## src/rtl/alu_op_sequencer_if.sv

```systemverilog
// Handshake and operand/result bundle between the control unit and the ALU sequencer.
interface alu_op_sequencer_if #(
    parameter int WIDTH = 8
);
    logic             start;
    logic [2:0]       aluop;
    logic [WIDTH-1:0] data1;
    logic [WIDTH-1:0] data2;
    logic [WIDTH-1:0] result;
    logic             zero;
    logic             busy;
    logic             done;

    modport master (
        output start, aluop, data1, data2,
        input  result, zero, busy, done
    );

    modport slave (
        input  start, aluop, data1, data2,
        output result, zero, busy, done
    );
endinterface

```

## src/rtl/alu_op_sequencer.sv

```systemverilog
// Multi-cycle ALU sequencer: single-step logic ops, iterative shift-add multiply and
// bit-serial shifts/rotate, with a registered result and a one-cycle DONE pulse.
module alu_op_sequencer #(
    parameter int WIDTH   = 8,
    parameter int SHAMT_W = 4
) (
    input  logic               clk,
    input  logic               rst_n,
    alu_op_sequencer_if.slave  bus
);
    localparam int CNT_W = $clog2(WIDTH + 1);

    localparam logic [2:0] OP_FWD  = 3'b000;
    localparam logic [2:0] OP_ADD  = 3'b001;
    localparam logic [2:0] OP_AND  = 3'b010;
    localparam logic [2:0] OP_OR   = 3'b011;
    localparam logic [2:0] OP_MULT = 3'b100;
    localparam logic [2:0] OP_SLL  = 3'b101;
    localparam logic [2:0] OP_SRL  = 3'b110;
    localparam logic [2:0] OP_ROR  = 3'b111;

    typedef enum logic [1:0] {S_IDLE, S_EXEC, S_DONE} state_t;

    state_t           state, nstate;
    logic [2:0]       op_r;
    logic [WIDTH-1:0] opa_r, opb_r, acc_r;
    logic [CNT_W-1:0] cnt_r;
    logic             pass_r;
    logic [WIDTH-1:0] result_r;
    logic             zero_r;

    logic             accept;
    logic             last;
    logic [CNT_W-1:0] load_cnt;
    logic             load_pass;
    logic [WIDTH-1:0] nxt_acc, nxt_opa, nxt_opb, step_val;
    logic             is_shift;
    int               amt_i;
    int               n_i;

    assign accept   = bus.start && (state != S_EXEC);
    assign last     = (cnt_r == CNT_W'(1));
    assign is_shift = op_r[2] && (op_r != OP_MULT);

    // Iteration count for the op being accepted; a zero count becomes one pass-through step.
    always_comb begin
        amt_i = int'(bus.data2[SHAMT_W-1:0]);
        n_i   = 1;
        case (bus.aluop)
            OP_MULT:        n_i = WIDTH;
            OP_SLL, OP_SRL: n_i = (amt_i >= WIDTH) ? WIDTH : amt_i;
            OP_ROR:         n_i = amt_i % WIDTH;
            default:        n_i = 1;
        endcase
        load_pass = (n_i == 0);
        load_cnt  = load_pass ? CNT_W'(1) : CNT_W'(n_i);
    end

    always_comb begin
        nxt_acc = acc_r;
        nxt_opa = opa_r;
        nxt_opb = opb_r;
        case (op_r)
            OP_FWD: nxt_acc = opb_r;
            OP_ADD: nxt_acc = opa_r + opb_r;
            OP_AND: nxt_acc = opa_r & opb_r;
            OP_OR:  nxt_acc = opa_r | opb_r;
            OP_MULT: begin
                if (opb_r[0]) nxt_acc = acc_r + opa_r;
                nxt_opa = opa_r << 1;
                nxt_opb = opb_r >> 1;
            end
            OP_SLL: if (!pass_r) nxt_opa = opa_r << 1;
            OP_SRL: if (!pass_r) nxt_opa = opa_r >> 1;
            OP_ROR: if (!pass_r) nxt_opa = {opa_r[0], opa_r[WIDTH-1:1]};
            default: nxt_acc = acc_r;
        endcase
        step_val = is_shift ? nxt_opa : nxt_acc;
    end

    always_ff @(posedge clk or negedge rst_n) begin
        if (!rst_n) begin
            state <= S_IDLE;
        end else begin
            state <= nstate;
        end
    end

    always_comb begin
        nstate = state;
        case (state)
            S_IDLE:  nstate = accept ? S_EXEC : S_IDLE;
            S_EXEC:  nstate = last ? S_DONE : S_EXEC;
            S_DONE:  nstate = bus.start ? S_EXEC : S_IDLE;
            default: nstate = S_IDLE;
        endcase
    end

    always_comb begin
        bus.busy = (state == S_EXEC);
        bus.done = (state == S_DONE);
    end

    // Operand/working registers; RESULT only moves on the final EXEC step.
    always_ff @(posedge clk or negedge rst_n) begin
        if (!rst_n) begin
            op_r     <= '0;
            opa_r    <= '0;
            opb_r    <= '0;
            acc_r    <= '0;
            cnt_r    <= '0;
            pass_r   <= 1'b0;
            result_r <= '0;
            zero_r   <= 1'b1;
        end else if (accept) begin
            op_r   <= bus.aluop;
            opa_r  <= bus.data1;
            opb_r  <= bus.data2;
            acc_r  <= '0;
            cnt_r  <= load_cnt;
            pass_r <= load_pass;
        end else if (state == S_EXEC) begin
            acc_r <= nxt_acc;
            opa_r <= nxt_opa;
            opb_r <= nxt_opb;
            cnt_r <= cnt_r - CNT_W'(1);
            if (last) begin
                result_r <= step_val;
                zero_r   <= (step_val == '0);
            end
        end
    end

    assign bus.result = result_r;
    assign bus.zero   = zero_r;
endmodule
```

## src/flat_wrapper.sv

```systemverilog
// flat-port wrapper written by rule: the top's interface ports become plain ports
module alu_op_sequencer_flat 
#(
    parameter int WIDTH   = 8,
    parameter int SHAMT_W = 4
)
  (clk, rst_n, bus_start, bus_aluop, bus_data1, bus_data2, bus_result, bus_zero, bus_busy, bus_done);
  alu_op_sequencer_if #(.WIDTH(WIDTH)) bus_i ();
  input  logic clk;
  input  logic rst_n;
  input wire logic [$bits(bus_i.start)-1:0] bus_start;
  input wire logic [$bits(bus_i.aluop)-1:0] bus_aluop;
  input wire logic [$bits(bus_i.data1)-1:0] bus_data1;
  input wire logic [$bits(bus_i.data2)-1:0] bus_data2;
  output wire logic [$bits(bus_i.result)-1:0] bus_result;
  output wire logic [$bits(bus_i.zero)-1:0] bus_zero;
  output wire logic [$bits(bus_i.busy)-1:0] bus_busy;
  output wire logic [$bits(bus_i.done)-1:0] bus_done;
  assign bus_i.start = bus_start;
  assign bus_i.aluop = bus_aluop;
  assign bus_i.data1 = bus_data1;
  assign bus_i.data2 = bus_data2;
  assign bus_result = bus_i.result;
  assign bus_zero = bus_i.zero;
  assign bus_busy = bus_i.busy;
  assign bus_done = bus_i.done;
  alu_op_sequencer #(.WIDTH(WIDTH), .SHAMT_W(SHAMT_W)) u_core (.clk(clk), .rst_n(rst_n), .bus(bus_i));
endmodule
```

## config.mk

```make
export PLATFORM = sky130hd
export DESIGN_NAME = alu_op_sequencer_flat
export DESIGN_NICKNAME = d
export VERILOG_FILES = /design/src/rtl/alu_op_sequencer_if.sv /design/src/rtl/alu_op_sequencer.sv /design/src/flat_wrapper.sv
export SDC_FILE = /design/constraint.sdc
export NUM_CORES = 1
export LEC_CHECK = 0
export CORE_ASPECT_RATIO = 0.75
export CORE_MARGIN = 10
export CORE_UTILIZATION = 35
export DETAILED_ROUTE_END_ITERATION = 10
export SLEW_MARGIN = 30
export SYNTH_ARGS = -nofsm -noshare
export SYNTH_HDL_FRONTEND = slang
export SYNTH_SLANG_ARGS = --single-unit
```

## constraint.sdc

```tcl
create_clock -name clk -period 6.3 [get_ports clk]
set_clock_uncertainty 0.15 [all_clocks]
set_input_delay 1.26 -clock clk [delete_from_list [all_inputs] [get_ports clk]]
set_output_delay 1.26 -clock clk [all_outputs]
set_load 0.01 [all_outputs]
```

== Word level (Yosys, flattened, before mapping) ==
Index checks and enable logic that the tools add are counted.
Cells by class
  $add $sub $neg: 3
  $mul: 0
  divide/modulo/power cells: 0
  $lt $le $gt $ge: 1
  equality and inequality tests: 16
  shift operators: 0
  multiplexer cells: 23
  bitwise logic cells: 3
  reduce and logical (&&, ||, !) cells: 11
Operator list (count)
  $mux 8: 12
  $pmux 32 s3: 1
  $pmux 8 s5: 1
  $logic_not 32->1: 1
  $pmux 8 s4: 1
  $eq 3x3->1 const B: 8
  $add 8x8->8: 2
  $mux 4: 4
  $and 8x8->8: 1
  $logic_not 8->1: 1
  $or 8x8->8: 1
  $eq 3x2->1 const B: 2
  $pmux 2 s3: 1
  $eq 4x1->1 const B: 1
  $ge 4x4->1 const B: 1
  $reduce_bool 2->1: 2
  $sub 4x1->4 const B: 1
  $eq 3x1->1 const B: 1
  $logic_not 3->1: 1
  $ne 3x3->1 const B: 1
  $reduce_and 3->1: 1
  $eq 2x1->1 const B: 1
  $eq 2x2->1 const B: 1
  $logic_and 1x1->1: 2
  other kinds (7): 8
Word-level totals
  register bits: 43
  latch bits: 0
  RAM bits: 0
  bits in read-only memories: 0
  logic and storage cells: 66
  memories: 0

== Longest topological paths before layout ==
  depth in word-level cells: 6
  gate-level depth with buffers: 10

== Least setup slack after synthesis ==
Ideal clock, no wire load.
  path kind: register to register
  start point: register u_core.opb_r[0]
  end point: register u_core.zero_r (netlist: u_core.bus.zero)
  arrival time: 2.436 ns
  data required time: 6.053 ns
  slack: 3.617 ns
  cell stages (with the launch flop): 9
  cell sequence: dfrtp_1 > ha_1 > fa_1 > xnor2_1 > mux4_1 > o22ai_1 > a311o_1 > or4_4 > o41ai_2
On the way
  longest elaborated chain between the ends: 4
  elaborated cells between the ends (all ways): 7
  those cells by class: add/sub: 1; mux: 3; bitwise: 2; reduce/logical: 1
Ends and longest elaborated chain
  start: declaration: RTL line alu_op_sequencer.sv:26  | logic [WIDTH-1:0] opa_r, opb_r, acc_r;
  start signal: assignment: RTL line alu_op_sequencer.sv:118  | opb_r <= bus.data2;
  start signal: assignment: RTL line alu_op_sequencer.sv:125  | opb_r <= nxt_opb;
  $add 8x8->8 (tied with other cells): RTL line alu_op_sequencer.sv:65  | OP_ADD: nxt_acc = opa_r + opb_r;
  $pmux 8 s5 *: RTL line alu_op_sequencer.sv:63  | case (op_r)
  $mux 8 *: RTL line alu_op_sequencer.sv:78  | step_val = is_shift ? nxt_opa : nxt_acc;
  $logic_not 8->1 *: RTL line alu_op_sequencer.sv:129  | zero_r <= (step_val == '0);
  end signal: assignment: RTL line alu_op_sequencer.sv:129
  end: declaration: RTL line alu_op_sequencer.sv:30  | logic zero_r;
Every way passes the cells marked *; elsewhere a longest branch is shown, timed or not.
A chain may end at the register's enable or synchronous reset.

== Worst setup path in the final report ==
  start point: register u_core.state[1]
  end point: output bus_busy
On the way
  longest elaborated chain between the ends: 1
Ends and longest elaborated chain
  start: declaration: RTL line alu_op_sequencer.sv:24  | state_t state, nstate;
  start signal: assignment: RTL line alu_op_sequencer.sv:85  | state <= nstate;
  $eq 2x1->1: RTL line alu_op_sequencer.sv:100  | bus.busy = (state == S_EXEC);
  end: declaration: RTL line flat_wrapper.sv:17  | output wire logic [$bits(bus_i.busy)-1:0] bus_busy;
No other way between the ends.

==> summary.txt <==
Routing
  – DR pass1 iterations: 5
  – DR top layer: met4
  – Wire length per cell: between 15 and 20 um
  – # DRC: 0
  – Met2 WL: about 4.1 mm
  – First DRT Iteration DRCs: 322
  – M1 wire length: about 5.2 mm
  – Routed vias: 3216
  – Total Routed Length: 10.2 mm
  – Metal3 WL: 738 um
  – DRT antenna net count: 0
  – Via-to-Cell Ratio: between 5 and 6

Die
  – Vert. Die Dim: 106 um
  – Die area: 14200 sq um
  – Placeable Area: 9620 sq um
  – Die Wd: 135 um
  – Io pins: 33
  – Starting Density: 0.358
  – # rows: 31

Placed design
  – # port buffers: 32
  – Dpl cells: about 560
  – Routability-driven placement congestion ratio: roughly 0.9
  – Post-DP HPWL: 7.68 mm

Yosys
  – Post-synthesis sequential area ratio: 0.313
  – #FFs+latches synth: 43
  – Syn nets: 460
  – Post-synthesis simple-gate area fraction: 0.198
  – EDFF count, synth: 0
  – Mapped Cells: 411
  – Adder-Cell Fraction of Synth Area: 0.105
  – Synth warn: 0
  – Largest family of logic cells by synthesized area: compound AO/OA/AOI/OAI gates
  – Syn avg cell area: 8.38 sq um
  – Post-Syn Area: 3440 sq um
  – Compound-Gate Fraction of Synth Area: 0.250
  – Synth async-reset ratio: 1.00
  – Synth Area in XOR/XNOR: 0.00763
  – Post-synthesis mux area share: 0.0585
  – Synth Flop Type: dfrtp_1
  – Synth cell types: between 60 and 70

Pwr
  – Leakage: 1.73 nW
  – Pwr Total: 2.43 mW
  – VDD IR max: 0.246 mV
  – PwrDens: 607 nW/um^2

Global route
  – GR Overflow Total: 0
  – All-Layer GR Usage: 0.144
  – Initial antenna violation count: 0
  – Vias in the first global route: 3162
  – Pin count of the biggest net entering global routing: 44
  – First-pass GRT wire length: 16.8 mm

Hold path
  – Min-Delay Path Class: flop to flop
  – Hold path cells: 2

STA
  – Final setup fails: 0
  – Final slew viol count: 0
  – Final hold viol count: 0
  – Worst slew pin tran: 820 ps
  – Final Cycle Share: 0.599
  – Peak Freq: around 260 MHz
  – Tmin final: between 3000 and 4000 ps
  – Slew headroom: 0.454
  – Setup_tns: 0 ps
  – RSZ-0062 raised after global routing: no

Setup path
  – Worst-path fanout max: 21
  – Critical path arrival: 2370 ps
  – Worst Setup Start Kind: flop
  – WS Path Type: flop to primary output
  – R2R cell count: 9
  – WP data required: around 4900 ps
  – Worst Setup End Kind: primary output

Clocking
  – TritonCTS buffer count: 5
  – H-tree depth: 2
  – Clock latency on the worst-skew pair: 290 ps
  – Clk sinks: 43
  – # hold bufs at CTS: 0
  – Clk Tree Root Cell: clkbuf_16
  – Postcts setup bufs: 0
  – CTS tree: done
  – Reg clk slew, reported paths: ~60 ps
  – Cts repair resizes: 0
  – Max clock buf depth: 2

Run
  – Max-cap violations: 0

Final layout
  – Final non-filler cell total: 566
  – Layout cells sized above 1: 0.0691
  – Diode count: 0
  – Area Overhead vs Synth: 16.3%
  – Final net count: 483

Status
  – Status: finished clean
-- cell type report --
class | count | area, sq um
clock inverters | 1 | 30.0
inverters | 37 | 139
clock buffers | 6 | 129
flip-flops and latches | 43 | 1080
well taps | 132 | 165
fillers | 1021 | 5610
repair buffers | 34 | 333
multi-input cells | 313 | 2130
-- critical path: stages, from the launching register on --
cell and delay, ps:
dfrtp_1 380, nand2b_1 520, inv_1 540, clkdlybuf4s50_1 630
-- cell usage after synthesis, types with 3 or more instances --
| master | instances | area [sq um] |
|---|---|---|
| inv_1 | 35 | 131 |
| dfrtp_1 | 42 | 1050 |
| and3_1 | 3 | 18.8 |
| mux2i_1 | 7 | 70.1 |
| nand3_1 | 19 | 95.1 |
| nor2_1 | 36 | 135 |
| ha_1 | 25 | 313 |
| buf_2 | 5 | 25.0 |
| nand2_1 | 41 | 154 |
| nor3b_1 | 3 | 22.5 |
| a31oi_1 | 5 | 31.3 |
| nand2b_1 | 4 | 25.0 |
| o21ai_1 | 3 | 15.0 |
| nor3_1 | 11 | 55.1 |
| clkbuf_1 | 8 | 30.0 |
| o21ai_0 | 24 | 120 |
| nor2b_1 | 5 | 31.3 |
| a21oi_1 | 27 | 135 |
| a211oi_1 | 8 | 60.1 |
| mux2_2 | 5 | 56.3 |
| o22ai_1 | 19 | 119 |
| o21a_1 | 3 | 22.5 |
| o211ai_1 | 8 | 60.1 |
| a21o_1 | 7 | 52.6 |
-- registers in the layout (all words and copies together), names as in the netlist --
| name | cells |
|---|---|
| u_core.pass_r | 1 |
| u_core.op_r | 3 |
| u_core.bus.zero | 1 |
| u_core.opb_r | 8 |
| u_core.bus.result | 8 |
| u_core.opa_r | 8 |
| u_core.acc_r | 8 |
| u_core.cnt_r | 4 |
| u_core.state | 2 |
-- path summary, 6_finish.rpt --
| path | startpoint | slack (ps) | end |
|---|---|---|---|
| worst max-delay path | u_core.state[1] | 2520 | bus_busy |
| worst min-delay path | u_core.bus.result[5] | 320 | u_core.bus.result[5] |
| worst max register to register | u_core.opb_r[0] | 3070 | u_core.bus.result[6] |
| worst min register to register | u_core.bus.result[5] | 320 | u_core.bus.result[5] |
| max in group asynchronous | rst_n | 4740 | u_core.op_r[1] |
| min in group asynchronous | rst_n | 790 | u_core.opa_r[5] |
-- cell usage in the layout, fill, tap and decap left out, drive strengths merged, types with 3 or more instances in the layout --
cell            n
a21boi          3
a21oi          28
a211oi          8
nor2           37
and3            3
dfrtp          42
nor2b           5
mux2            5
o22ai          21
a21o            7
o21ai          27
clkbuf          6
nor3           11
nand2b          5
ha             25
a31oi           5
nor3b           4
o211ai          8
mux4            3
clkdlybuf4s50  31
o21a            3
buf             3
a22oi           3
nand2          42
nand3          19
inv            36
mux2i           7
-- per-layer routing --
layer | vias up | track usage
met5 | - | 0
met4 | 0 | 0.0349
met3 | 13 | 0.0348
met2 | 119 | 0.203
met1 | 1547 | 0.212
li1 | 1537 | -
-- report_power, final --
| part | internal [mW] | total (mW) | switching, mW | leakage [nW] |
|---|---|---|---|---|
| clock | 0.185 | 0.293 | 0.108 | 0.0769 |
| sequential | 0.410 | 0.608 | 0.198 | 0.505 |
| combinational | 0.631 | 1.53 | 0.898 | 1.15 |
| total | 1.23 | 2.43 | 1.20 | 1.73 |
-- cells by family (layout without fill, tap and decap cells) --
| family | count (synthesis) | count (layout) |
|---|---|---|
| simple gates | 138 | 138 |
| compound gates | 129 | 129 |
| buf+inv | 55 | 78 |
| flops | 43 | 43 |
| fa+ha+maj | 28 | 28 |
| mux | 15 | 15 |
| xor+xnor | 3 | 3 |
-- stage by stage --
stage	util	hold WS (ps)	area (sq um)	setup WS, ps
2_1_floorplan	-	317	3440	3620
3_3_place_gp	0.399	311	3840	2910
3_5_place_dp	0.400	313	3840	2860
4_1_cts	0.416	328	4000	2520
5_1_grt	0.416	373	4010	2370
6_report	0.416	322	4010	2520
Power figures use the tool's default switching activity.
